<file path="config.mk">
export PLATFORM = sky130hd
export DESIGN_NAME = clock_set_ctrl
export DESIGN_NICKNAME = d
export VERILOG_FILES = /design/src/rtl/clock_set_ctrl.sv
export SDC_FILE = /design/constraint.sdc
export NUM_CORES = 1
export LEC_CHECK = 0
export BUFFER_PORTS_ARGS = -buffer_cell sky130_fd_sc_hd__clkbuf_2
export CORE_UTILIZATION = 62
export CTS_BUF_LIST = sky130_fd_sc_hd__clkbuf_4
export CTS_CLUSTER_SIZE = 12
export DETAILED_ROUTE_END_ITERATION = 10
export GPL_TIMING_DRIVEN = 0
export PLACE_DENSITY = 0.87
export SLEW_MARGIN = 20
export SYNTH_ARGS = -nofsm -noshare
export SYNTH_HDL_FRONTEND = slang
export SYNTH_SLANG_ARGS = --single-unit
</file>
<file path="constraint.sdc">
create_clock -name clk -period 5.9 [get_ports clk]
set_input_delay 0.295 -clock clk [delete_from_list [all_inputs] [get_ports clk]]
set_output_delay 0.295 -clock clk [all_outputs]
set_load 0.01 [all_outputs]
</file>
<file path="src/rtl/clock_set_ctrl.sv">
// Set-mode sequencer, tick prescaler and alarm compare for the 12-hour BCD clock counter.
// Optional snooze re-arm is built when SNOOZE_EN is defined.
module clock_set_ctrl #(
    parameter int DIV          = 4,
    parameter int SNOOZE_TICKS = 300
) (
    input  logic       clk,
    input  logic       reset_n,
    input  logic       btn_mode,
    input  logic       btn_inc,
    input  logic       alarm_arm,
    input  logic       cur_pm,
    input  logic [7:0] cur_hh,
    input  logic [7:0] cur_mm,
    input  logic [7:0] cur_ss,
    output logic       ena,
    output logic       ld,
    output logic       ld_pm,
    output logic [7:0] ld_hh,
    output logic [7:0] ld_mm,
    output logic [7:0] ld_ss,
    output logic [2:0] mode,
    output logic       alarm
);

    localparam int PW = $clog2(DIV);

    typedef enum logic [2:0] {
        RUN       = 3'd0,
        SET_HH    = 3'd1,
        SET_MM    = 3'd2,
        SET_AL_HH = 3'd3,
        SET_AL_MM = 3'd4
    } state_e;

    state_e        state_q, state_d;
    logic [PW-1:0] pre_q, pre_d;
    logic          ed_pm_q, ed_pm_d, al_pm_q, al_pm_d, ld_pm_q, ld_pm_d;
    logic [7:0]    ed_hh_q, ed_hh_d, al_hh_q, al_hh_d, ld_hh_q, ld_hh_d;
    logic [7:0]    ed_mm_q, ed_mm_d, al_mm_q, al_mm_d, ld_mm_q, ld_mm_d;
    logic          ld_q, ld_d;
    logic          match_c, match_q;
    logic          alarm_q, alarm_d;
    logic          leave_run, alarm_clr, alarm_set, snz_fire;
    logic [8:0]    ed_hh_nx, al_hh_nx;

    // Returns {pm_toggle, next_hh}; 11 -> 12 is the only step that flips AM/PM.
    function automatic logic [8:0] hh_inc(input logic [7:0] hh);
        logic [8:0] r;
        if (hh == 8'h12)            r = {1'b0, 8'h01};
        else if (hh == 8'h11)       r = {1'b1, 8'h12};
        else if (hh[3:0] == 4'h9)   r = {1'b0, hh[7:4] + 4'h1, 4'h0};
        else                        r = {1'b0, hh[7:4], hh[3:0] + 4'h1};
        return r;
    endfunction

    function automatic logic [7:0] mm_inc(input logic [7:0] mm);
        logic [7:0] r;
        if (mm == 8'h59)            r = 8'h00;
        else if (mm[3:0] == 4'h9)   r = {mm[7:4] + 4'h1, 4'h0};
        else                        r = {mm[7:4], mm[3:0] + 4'h1};
        return r;
    endfunction

    assign ed_hh_nx = hh_inc(ed_hh_q);
    assign al_hh_nx = hh_inc(al_hh_q);

    assign ena   = (state_q == RUN) && (pre_q == PW'(DIV - 1));
    assign ld    = ld_q;
    assign ld_pm = ld_pm_q;
    assign ld_hh = ld_hh_q;
    assign ld_mm = ld_mm_q;
    assign ld_ss = 8'h00;
    assign mode  = state_q;
    assign alarm = alarm_q;

    always_comb begin
        state_d = state_q;
        ed_pm_d = ed_pm_q;
        ed_hh_d = ed_hh_q;
        ed_mm_d = ed_mm_q;
        al_pm_d = al_pm_q;
        al_hh_d = al_hh_q;
        al_mm_d = al_mm_q;
        ld_d    = 1'b0;
        ld_pm_d = ld_pm_q;
        ld_hh_d = ld_hh_q;
        ld_mm_d = ld_mm_q;
        // btn_mode is tested first in every state so a coincident btn_inc is dropped
        unique case (state_q)
            RUN: begin
                if (btn_mode) begin
                    state_d = SET_HH;
                    ed_pm_d = cur_pm;
                    ed_hh_d = cur_hh;
                    ed_mm_d = cur_mm;
                end
            end
            SET_HH: begin
                if (btn_mode) state_d = SET_MM;
                else if (btn_inc) begin
                    ed_hh_d = ed_hh_nx[7:0];
                    ed_pm_d = ed_pm_q ^ ed_hh_nx[8];
                end
            end
            SET_MM: begin
                if (btn_mode) begin
                    state_d = SET_AL_HH;
                    ld_d    = 1'b1;
                    ld_pm_d = ed_pm_q;
                    ld_hh_d = ed_hh_q;
                    ld_mm_d = ed_mm_q;
                end else if (btn_inc) ed_mm_d = mm_inc(ed_mm_q);
            end
            SET_AL_HH: begin
                if (btn_mode) state_d = SET_AL_MM;
                else if (btn_inc) begin
                    al_hh_d = al_hh_nx[7:0];
                    al_pm_d = al_pm_q ^ al_hh_nx[8];
                end
            end
            SET_AL_MM: begin
                if (btn_mode) state_d = RUN;
                else if (btn_inc) al_mm_d = mm_inc(al_mm_q);
            end
            default: state_d = RUN;
        endcase
    end

    // Prescaler only runs while staying in RUN; it re-enters RUN from zero.
    always_comb begin
        pre_d = '0;
        if (state_q == RUN && state_d == RUN)
            pre_d = ena ? '0 : pre_q + PW'(1);
    end

    assign match_c   = (state_q == RUN) && alarm_arm &&
                       ({cur_pm, cur_hh, cur_mm, cur_ss} == {al_pm_q, al_hh_q, al_mm_q, 8'h00});
    assign leave_run = (state_q != RUN) || btn_mode;
    assign alarm_clr = leave_run || !alarm_arm || btn_inc;
    assign alarm_set = (match_c && !match_q) || snz_fire;

    always_comb begin
        alarm_d = alarm_q;
        if (alarm_clr)      alarm_d = 1'b0;
        else if (alarm_set) alarm_d = 1'b1;
    end

`ifdef SNOOZE_EN
    localparam int SW = $clog2(SNOOZE_TICKS + 1);

    logic [SW-1:0] snz_cnt_q, snz_cnt_d;
    logic          snz_act_q, snz_act_d;

    assign snz_fire = snz_act_q && ena && (snz_cnt_q == SW'(1));

    always_comb begin
        snz_cnt_d = snz_cnt_q;
        snz_act_d = snz_act_q;
        if (leave_run || !alarm_arm) begin
            snz_act_d = 1'b0;
        end else if (btn_inc && alarm_q) begin
            snz_act_d = 1'b1;
            snz_cnt_d = SW'(SNOOZE_TICKS);
        end else if (snz_act_q && ena) begin
            snz_cnt_d = snz_cnt_q - SW'(1);
            if (snz_fire) snz_act_d = 1'b0;
        end
    end

    always_ff @(posedge clk or negedge reset_n) begin
        if (!reset_n) begin
            snz_cnt_q <= '0;
            snz_act_q <= 1'b0;
        end else begin
            snz_cnt_q <= snz_cnt_d;
            snz_act_q <= snz_act_d;
        end
    end
`else
    // Without snooze the alarm only re-arms through a fresh match edge.
    assign snz_fire = (SNOOZE_TICKS < 0);
`endif

    always_ff @(posedge clk or negedge reset_n) begin
        if (!reset_n) begin
            state_q <= RUN;
            pre_q   <= '0;
            ed_pm_q <= 1'b0;
            ed_hh_q <= 8'h12;
            ed_mm_q <= 8'h00;
            al_pm_q <= 1'b0;
            al_hh_q <= 8'h12;
            al_mm_q <= 8'h00;
            ld_q    <= 1'b0;
            ld_pm_q <= 1'b0;
            ld_hh_q <= 8'h12;
            ld_mm_q <= 8'h00;
            match_q <= 1'b0;
            alarm_q <= 1'b0;
        end else begin
            state_q <= state_d;
            pre_q   <= pre_d;
            ed_pm_q <= ed_pm_d;
            ed_hh_q <= ed_hh_d;
            ed_mm_q <= ed_mm_d;
            al_pm_q <= al_pm_d;
            al_hh_q <= al_hh_d;
            al_mm_q <= al_mm_d;
            ld_q    <= ld_d;
            ld_pm_q <= ld_pm_d;
            ld_hh_q <= ld_hh_d;
            ld_mm_q <= ld_mm_d;
            match_q <= match_c;
            alarm_q <= alarm_d;
        end
    end

endmodule

</file>
==> results of run 1 <==
-- where the power goes --
group          switching, µW  internal [µW]  leakage, µW  total [µW]
combinational            411            368      0.00103         780
sequential               152            570     0.000731         722
clock                    171            174    0.0000827         346
-- cell type report --
| type | count | area (µm²) |
|---|---|---|
| multi-input cells | 260 | 1790 |
| flip-flops and latches | 59 | 1480 |
| fillers | 369 | 1240 |
| repair buffers | 53 | 288 |
| plain buffers | 17 | 118 |
| clock inverters | 7 | 101 |
| well taps | 70 | 87.6 |
| clock buffers | 9 | 67.6 |
| inverters | 8 | 30.0 |
-- cell families (layout without fill, tap and decap cells) --
kind of cell / count (synthesis) / after routing / synth area share [%]
AND/OR/NAND/NOR: 121 / 121 / 20.8
AO/OA/AOI/OAI: 75 / 75 / 13.8
flip-flops: 59 / 59 / 43.7
buffers and inverters: 25 / 94 / 4.35
XOR/XNOR: 24 / 24 / 6.19
multiplexers: 19 / 19 / 6.26
adder cells (fa/ha/maj): 13 / 13 / 4.79
other: 1 / 8 / 0.110
-- flip-flops by register name, summed over array words and instances, names as in the netlist --
signal,cells
al_hh_q,8
al_mm_q,8
ed_hh_q,8
ed_mm_q,8
ld_hh,8
ld_mm,8
mode,3
pre_q,2
al_pm_q,1
alarm,1
ed_pm_q,1
ld,1
ld_pm,1
match_q,1
-- per-layer routing --
metal | vias to the layer above | GRT usage [%] | part of all wire, %
met4 | 0 | 10.6 | 0.83
met1 | 1324 | 37.5 | 45
met3 | 7 | 3.71 | 4.6
li1 | 1335 | - | -
met5 | - | 0 | 0
met2 | 78 | 44.0 | 50
-- placed cells by master, fill, tap and decap left out, types with 3 or more instances in the layout --
| cell | synthesis | layout |
|---|---|---|
| dfrtp_1 | 53 | 53 |
| clkbuf_2 | 0 | 50 |
| o21ai_0 | 26 | 26 |
| nor2_1 | 24 | 24 |
| nand2_1 | 22 | 22 |
| a21oi_1 | 21 | 21 |
| mux2_2 | 18 | 18 |
| xor2_1 | 17 | 17 |
| ha_1 | 13 | 13 |
| nor3_1 | 11 | 11 |
| clkbuf_4 | 0 | 10 |
| buf_4 | 9 | 9 |
| nor2b_1 | 9 | 9 |
| inv_1 | 8 | 8 |
| nand3_1 | 8 | 8 |
| conb_1 | 1 | 8 |
| xnor2_1 | 7 | 7 |
| nand2b_1 | 6 | 6 |
| dfstp_2 | 6 | 6 |
| nor4_1 | 5 | 5 |
| and3_1 | 5 | 5 |
| buf_2 | 4 | 4 |
| and2_1 | 3 | 3 |
| nand4_1 | 3 | 3 |
| nand3b_1 | 3 | 3 |
| nor3b_1 | 3 | 3 |
| o2bb2ai_1 | 3 | 3 |
| o31ai_1 | 3 | 3 |
-- worst register-to-register path, cell delays in order (launching register included) --
cell,delay [ps]
dfstp_2,600
ha_1,150
or3b_2,490
nor4_1,240
o21a_2,250
o21ai_0,110
o2bb2ai_1,130
-- metrics by stage --
step                instance area, µm²  setup slack (ps)  total power, µW  hold WS (ps)
global route                      3970              3720             1980           110
finish                            3970              3810             1850           113
floorplan                         3420              3990             1270        -0.591
global placement                  3760              3840             1470           431
detailed placement                3790              3860             1500           274
CTS                               3970              3830             1850           101
-- worst paths after layout --
| path | slack [ps] | end | cells past startpoint |
|---|---|---|---|
| worst max-delay path | 3810 | ed_hh_q[6] | 6 |
| worst min-delay path | 110 | ed_hh_q[4] | 3 |
| worst max register to register | 3810 | ed_hh_q[6] | 6 |
| worst min register to register | 460 | pre_q[0] | 1 |
| max in group asynchronous | 4960 | ld_hh[4] | 3 |
| min in group asynchronous | 350 | al_hh_q[0] | 2 |
-- synthesized netlist by cell type, types with 2 or more instances --
| master | n | area [µm²] |
|---|---|---|
| o2bb2ai_1 | 3 | 26.3 |
| nand3_1 | 8 | 40.0 |
| nand3b_1 | 3 | 22.5 |
| xnor2_1 | 7 | 61.3 |
| nor2b_1 | 9 | 56.3 |
| a21o_1 | 2 | 15.0 |
| nand2b_1 | 6 | 37.5 |
| clkbuf_1 | 2 | 7.51 |
| nor3b_1 | 3 | 22.5 |
| or4b_1 | 2 | 20.0 |
| mux2_2 | 18 | 203 |
| and3_1 | 5 | 31.3 |
| nand4_1 | 3 | 18.8 |
| o211ai_1 | 2 | 15.0 |
| nand2_1 | 22 | 82.6 |
| ha_1 | 13 | 163 |
| a2bb2oi_1 | 2 | 17.5 |
| o31ai_1 | 3 | 22.5 |
| o21ai_0 | 26 | 130 |
| nor3_1 | 11 | 55.1 |
| and2_1 | 3 | 18.8 |
| buf_6 | 2 | 22.5 |
| xor2_1 | 17 | 149 |
| dfstp_2 | 6 | 158 |
| inv_1 | 8 | 30.0 |
| nor4_1 | 5 | 31.3 |
| o21a_1 | 2 | 15.0 |
| buf_4 | 9 | 67.6 |
| nor2_1 | 24 | 90.1 |
| a21oi_1 | 21 | 105 |
| dfrtp_1 | 53 | 1330 |
| buf_2 | 4 | 20.0 |
==> results_dict.tcl, run 1 <==
set metrics [dict create \
    synth_edf_count 0 \
    async_flop_share_pct 100 \
    routedWlPerCell_um 15.1 \
    fp-row-count 26 \
    syn_area_um2 3400 \
    vias_per_cell 5.68 \
    fin_nets 451 \
    post_cts_buffers 0 \
    final_cells 483 \
    dr_total_vias 2744 \
    path_cells "ha_1, or3b_2, nor4_1, o21a_2, o21ai_0, o2bb2ai_1" \
    min_from "cur_hh[4]" \
    status "finished clean" \
    fin_util_pct 76.2 \
    diodes 0 \
    clock_path_buffers 2 \
    antenna_found_initial 0 \
    fin_crit_sh_pct 35.3 \
    finalCriticalPeriod_ps 2090 \
    die-width_um 76.0 \
    gr-usage-all-layers_pct 27.2 \
    min_path_type "in2reg" \
    maxCapViolations 0 \
    start_util_pct 65.2 \
    drt-initial-drc-count 172 \
    ant_nets 0 \
    grt_pass1_vias 2615 \
    yosys_warnings 0 \
    drc 0 \
    crit_type "reg2reg" \
    skew_ps 14.6 \
    critPathLaunchType "flop" \
    area_growth_pct 16.8 \
    ys_seq_elements 59 \
    cp_top_family "simple AND/OR/NAND/NOR gates" \
    drive_gt1_share_pct 28.8 \
    critical_path.slowest_cell "dfstp_2" \
    max_stage_delay_ps 600 \
    io_pins 61 \
    io_buffers 51 \
    drt-total-wl_um 7270 \
    finalHoldViolCount 0 \
    overflow 0 \
    cts_num_sinks 59 \
    ctsHoldBuffers 1 \
    cts_tree "built" \
    fmax_ghz 0.480 \
    dieArea_um2 5780 \
    setup_viol 0 \
    clk_pin_slew_ps 110 \
    grt_setup_unrepaired "no" \
    reg2reg_from "ed_hh_q[4]" \
    synth.distinct_cells 65 \
    yosysSeqAreaShare_pct 43.7 \
    slew_viol_final 0 \
    grt_pass1_wl_um 12400 \
    p_per_area_nw_per_um2 466 \
    synth-main-ff-cell "dfrtp_1" \
    grt_max_degree 34 \
    placedCellCount 466 \
    synth_area_per_cell_um2 10.1 \
    vdd_drop_max_v 0.000263 \
    htreeDepth 3 \
    clk_latency_ps 420 \
    die_height_um 76.0 \
    worstPathMaxFanout 7 \
    numCtsBuffers 9 \
    startpoint "ed_hh_q[4]" \
    firstDrtPassIters 4 \
    worst-path-buf-inv 0 \
    synth_cells 337 \
    required_ps 6190 \
    core_area_um2 5200 \
    cp.arrival_ps 2380 \
    tns_ps 0 \
    p_leak_uw 0.00185 \
    cts_resized 0 \
    dp_hpwl_um 5300 \
    gp_congestion 0.802 \
    end_kind "flop" \
    cts-root-buf "clkbuf_4" \
]
No activity file was read; power rests on OpenSTA's default activity.
==> inputs of run 2 (changes only) <==
Settings changed: ABC_AREA set to 1, CORE_UTILIZATION 62 to 52, PLACE_DENSITY 0.87 to 0.78.
Clock period 5.9 ns to 1.8 ns, I/O delays scaled along.
==> results_dict.tcl, run 2 <==
set metrics [dict create \
    cts-root-buf "clkbuf_4" \
    cp.arrival_ps 1910 \
    grt_pass1_vias 2900 \
    max_stage_delay_ps 600 \
    ys_seq_elements 59 \
    cts_num_sinks 59 \
    end_kind "flop" \
    crit_type "reg2reg" \
    min_path_cells 3 \
    finalHoldViolCount 0 \
    synth_area_per_cell_um2 7.65 \
    antenna_found_initial 0 \
    fmax_ghz 0.619 \
    tns_ps 0 \
    fin_nets 566 \
    gp_congestion 0.848 \
    drc 0 \
    clk_pin_slew_ps 100 \
    async_flop_share_pct 100 \
    critPathLaunchType "flop" \
    synth_compound_area_share_pct 12.6 \
    synth_edf_count 0 \
    synth_top_cell_area_share_pct 38.8 \
    tightestPinTransition_ps 516 \
    synth_most_common_cell "nand2_1" \
    firstDrtPassIters 4 \
    fin_crit_sh_pct 89.8 \
    r2r_slack_ps 180 \
    dieArea_um2 6900 \
    routedWlPerCell_um 12.4 \
    status "finished clean" \
    netlist_top_cells_area "dfrtp_1 39%, nand2_1 13%, inv_1 6.1%" \
    clk_latency_ps 410 \
    p_leak_uw 0.00212 \
    die_height_um 83.1 \
    synth_area_leader_cell "dfrtp_1" \
    htreeDepth 3 \
    yosysSeqAreaShare_pct 43.4 \
    slew_viol_final 0 \
    drt-total-wl_um 7510 \
    synthSimpleGateAreaFrac_pct 25.8 \
    fp-row-count 29 \
    drt-initial-drc-count 205 \
    r2r_cells 8 \
    worstPathMaxFanout 7 \
    vias_per_cell 5.09 \
    start_util_pct 53.9 \
    cp_top_family "simple AND/OR/NAND/NOR gates" \
    synth_common_cells "121 x nand2_1, 56 x inv_1, 53 x dfrtp_1" \
    required_ps 2090 \
    io_buffers 52 \
    grt_setup_unrepaired "no" \
    overflow 0 \
    maxCapViolations 0 \
    vdd_drop_max_v 0.000714 \
    synth_top_family_by_area "simple AND/OR/NAND/NOR gates" \
    setup_viol 0 \
    layout_common_cells "121 x nand2_1, 56 x inv_1, 53 x dfrtp_1, 51 x clkbuf_2, 38 x nor2_1" \
    skew_ps 9.62 \
    ant_nets 0 \
    area_growth_pct 16.6 \
    clock_path_buffers 2 \
    synth.distinct_cells 34 \
    cts_tree "built" \
    critical_path.slowest_cell "dfstp_2" \
    dp_hpwl_um 5780 \
    io_pins 61 \
    gr-usage-all-layers_pct 23.9 \
    min_path_type "in2reg" \
    finalCriticalPeriod_ps 1620 \
    drive_gt1_share_pct 20.8 \
    yosys.area_share.adder_pct 4.76 \
    timing.rr.end "ed_hh_q[5]" \
    hold_ws_ps 22.0 \
    diodes 0 \
    die-width_um 83.1 \
    core_area_um2 6350 \
    synth-main-ff-cell "dfrtp_1" \
    syn_area_um2 3420 \
    min_from "cur_mm[7]" \
    grt_pass1_wl_um 13200 \
    grt_max_degree 46 \
    dr_total_vias 3080 \
    muxShareOfSynthArea_pct 0.293 \
    final_common_cell "nand2_1" \
    synth_cells 447 \
    yosys_warnings 0 \
    path_cells "ha_1, nand3_1, nor2_1, nand2_1, nand3_1, nand2_4, nand2_1, o21ai_1" \
    worst-path-buf-inv 0 \
    synthXorXnorAreaFrac_pct 3.33 \
    slew_headroom_pct 65.5 \
    worst_hold_path.endpoint "ed_mm_q[7]" \
    numCtsBuffers 9 \
    p_per_area_nw_per_um2 1440 \
    reg2reg_from "ed_hh_q[4]" \
]
-- run 2: logic make-up (layout without fill, tap and decap cells) --
family                   Yosys count  in the layout
AND/OR/NAND/NOR                  205            205
multiplexers                       1              1
AO/OA/AOI/OAI                     75             75
other                              1              8
buffers and inverters             80            154
adder cells (fa/ha/maj)           13             13
XOR/XNOR                          13             13
flip-flops                        59             59
-- run 2: worst max path at each step --
stage	from	end	slack (ps)	cells after the start
6_report	ed_hh_q[4]	ed_hh_q[5]	180	8
2_1_floorplan	mode[2]	ed_pm_q	370	6
5_1_grt	al_hh_q[4]	al_hh_q[5]	90	8
4_1_cts	mode[2]	ena	180	4
3_5_place_dp	ed_hh_q[4]	ed_hh_q[5]	200	8
3_3_place_gp	ed_hh_q[4]	ed_hh_q[5]	240	8
-- run 2: what timing repair did --
item,4_1_cts,5_1_grt
buffers inserted,0,0
hold endpoints to repair,61,0
gates resized for setup,0,0
hold buffers,5,0
-- run 2: per-stage QoR --
step	instance area, µm²	setup slack [ps]	util [%]	power, µW	std cells
2_1_floorplan	3450	366	-	4200	454
3_3_place_gp	3800	244	59.9	4830	583
4_1_cts	3990	180	62.8	5750	605
6_report	3990	184	62.8	5730	605
3_5_place_dp	3830	195	60.4	4960	584
5_1_grt	3990	89.8	62.8	6280	605
-- run 2: area by class of cell --
cell class	instances	area, µm²
tap	77	96.3
sequential	59	1480
timing repair buffer	58	340
clock inverter	5	21.3
fill	614	2360
clock buffer	11	82.6
multi-input combinational	315	1630
buffer	12	80.1
inverter	68	255
-- run 2: layer usage --
| metal | track usage (%) | vias up | part of all wire, % |
|---|---|---|---|
| li1 | - | 1567 | - |
| met1 | 31.6 | 1403 | 47 |
| met4 | 10.2 | 0 | 2.4 |
| met2 | 38.4 | 96 | 46 |
| met5 | 0 | - | 0 |
| met3 | 4.67 | 14 | 4.5 |
-- run 2: where the power goes --
group / switching (µW) / internal, µW / leakage [µW]
Combinational: 1620 / 975 / 0.00135
Sequential: 470 / 1890 / 0.000704
Clock: 478 / 297 / 0.0000631
Total: 2570 / 3160 / 0.00212
-- run 2: tightest hold or removal path, stage by stage --
cell and delay [ps]:
clkbuf_2 120, a21oi_1 70, o21ai_1 100
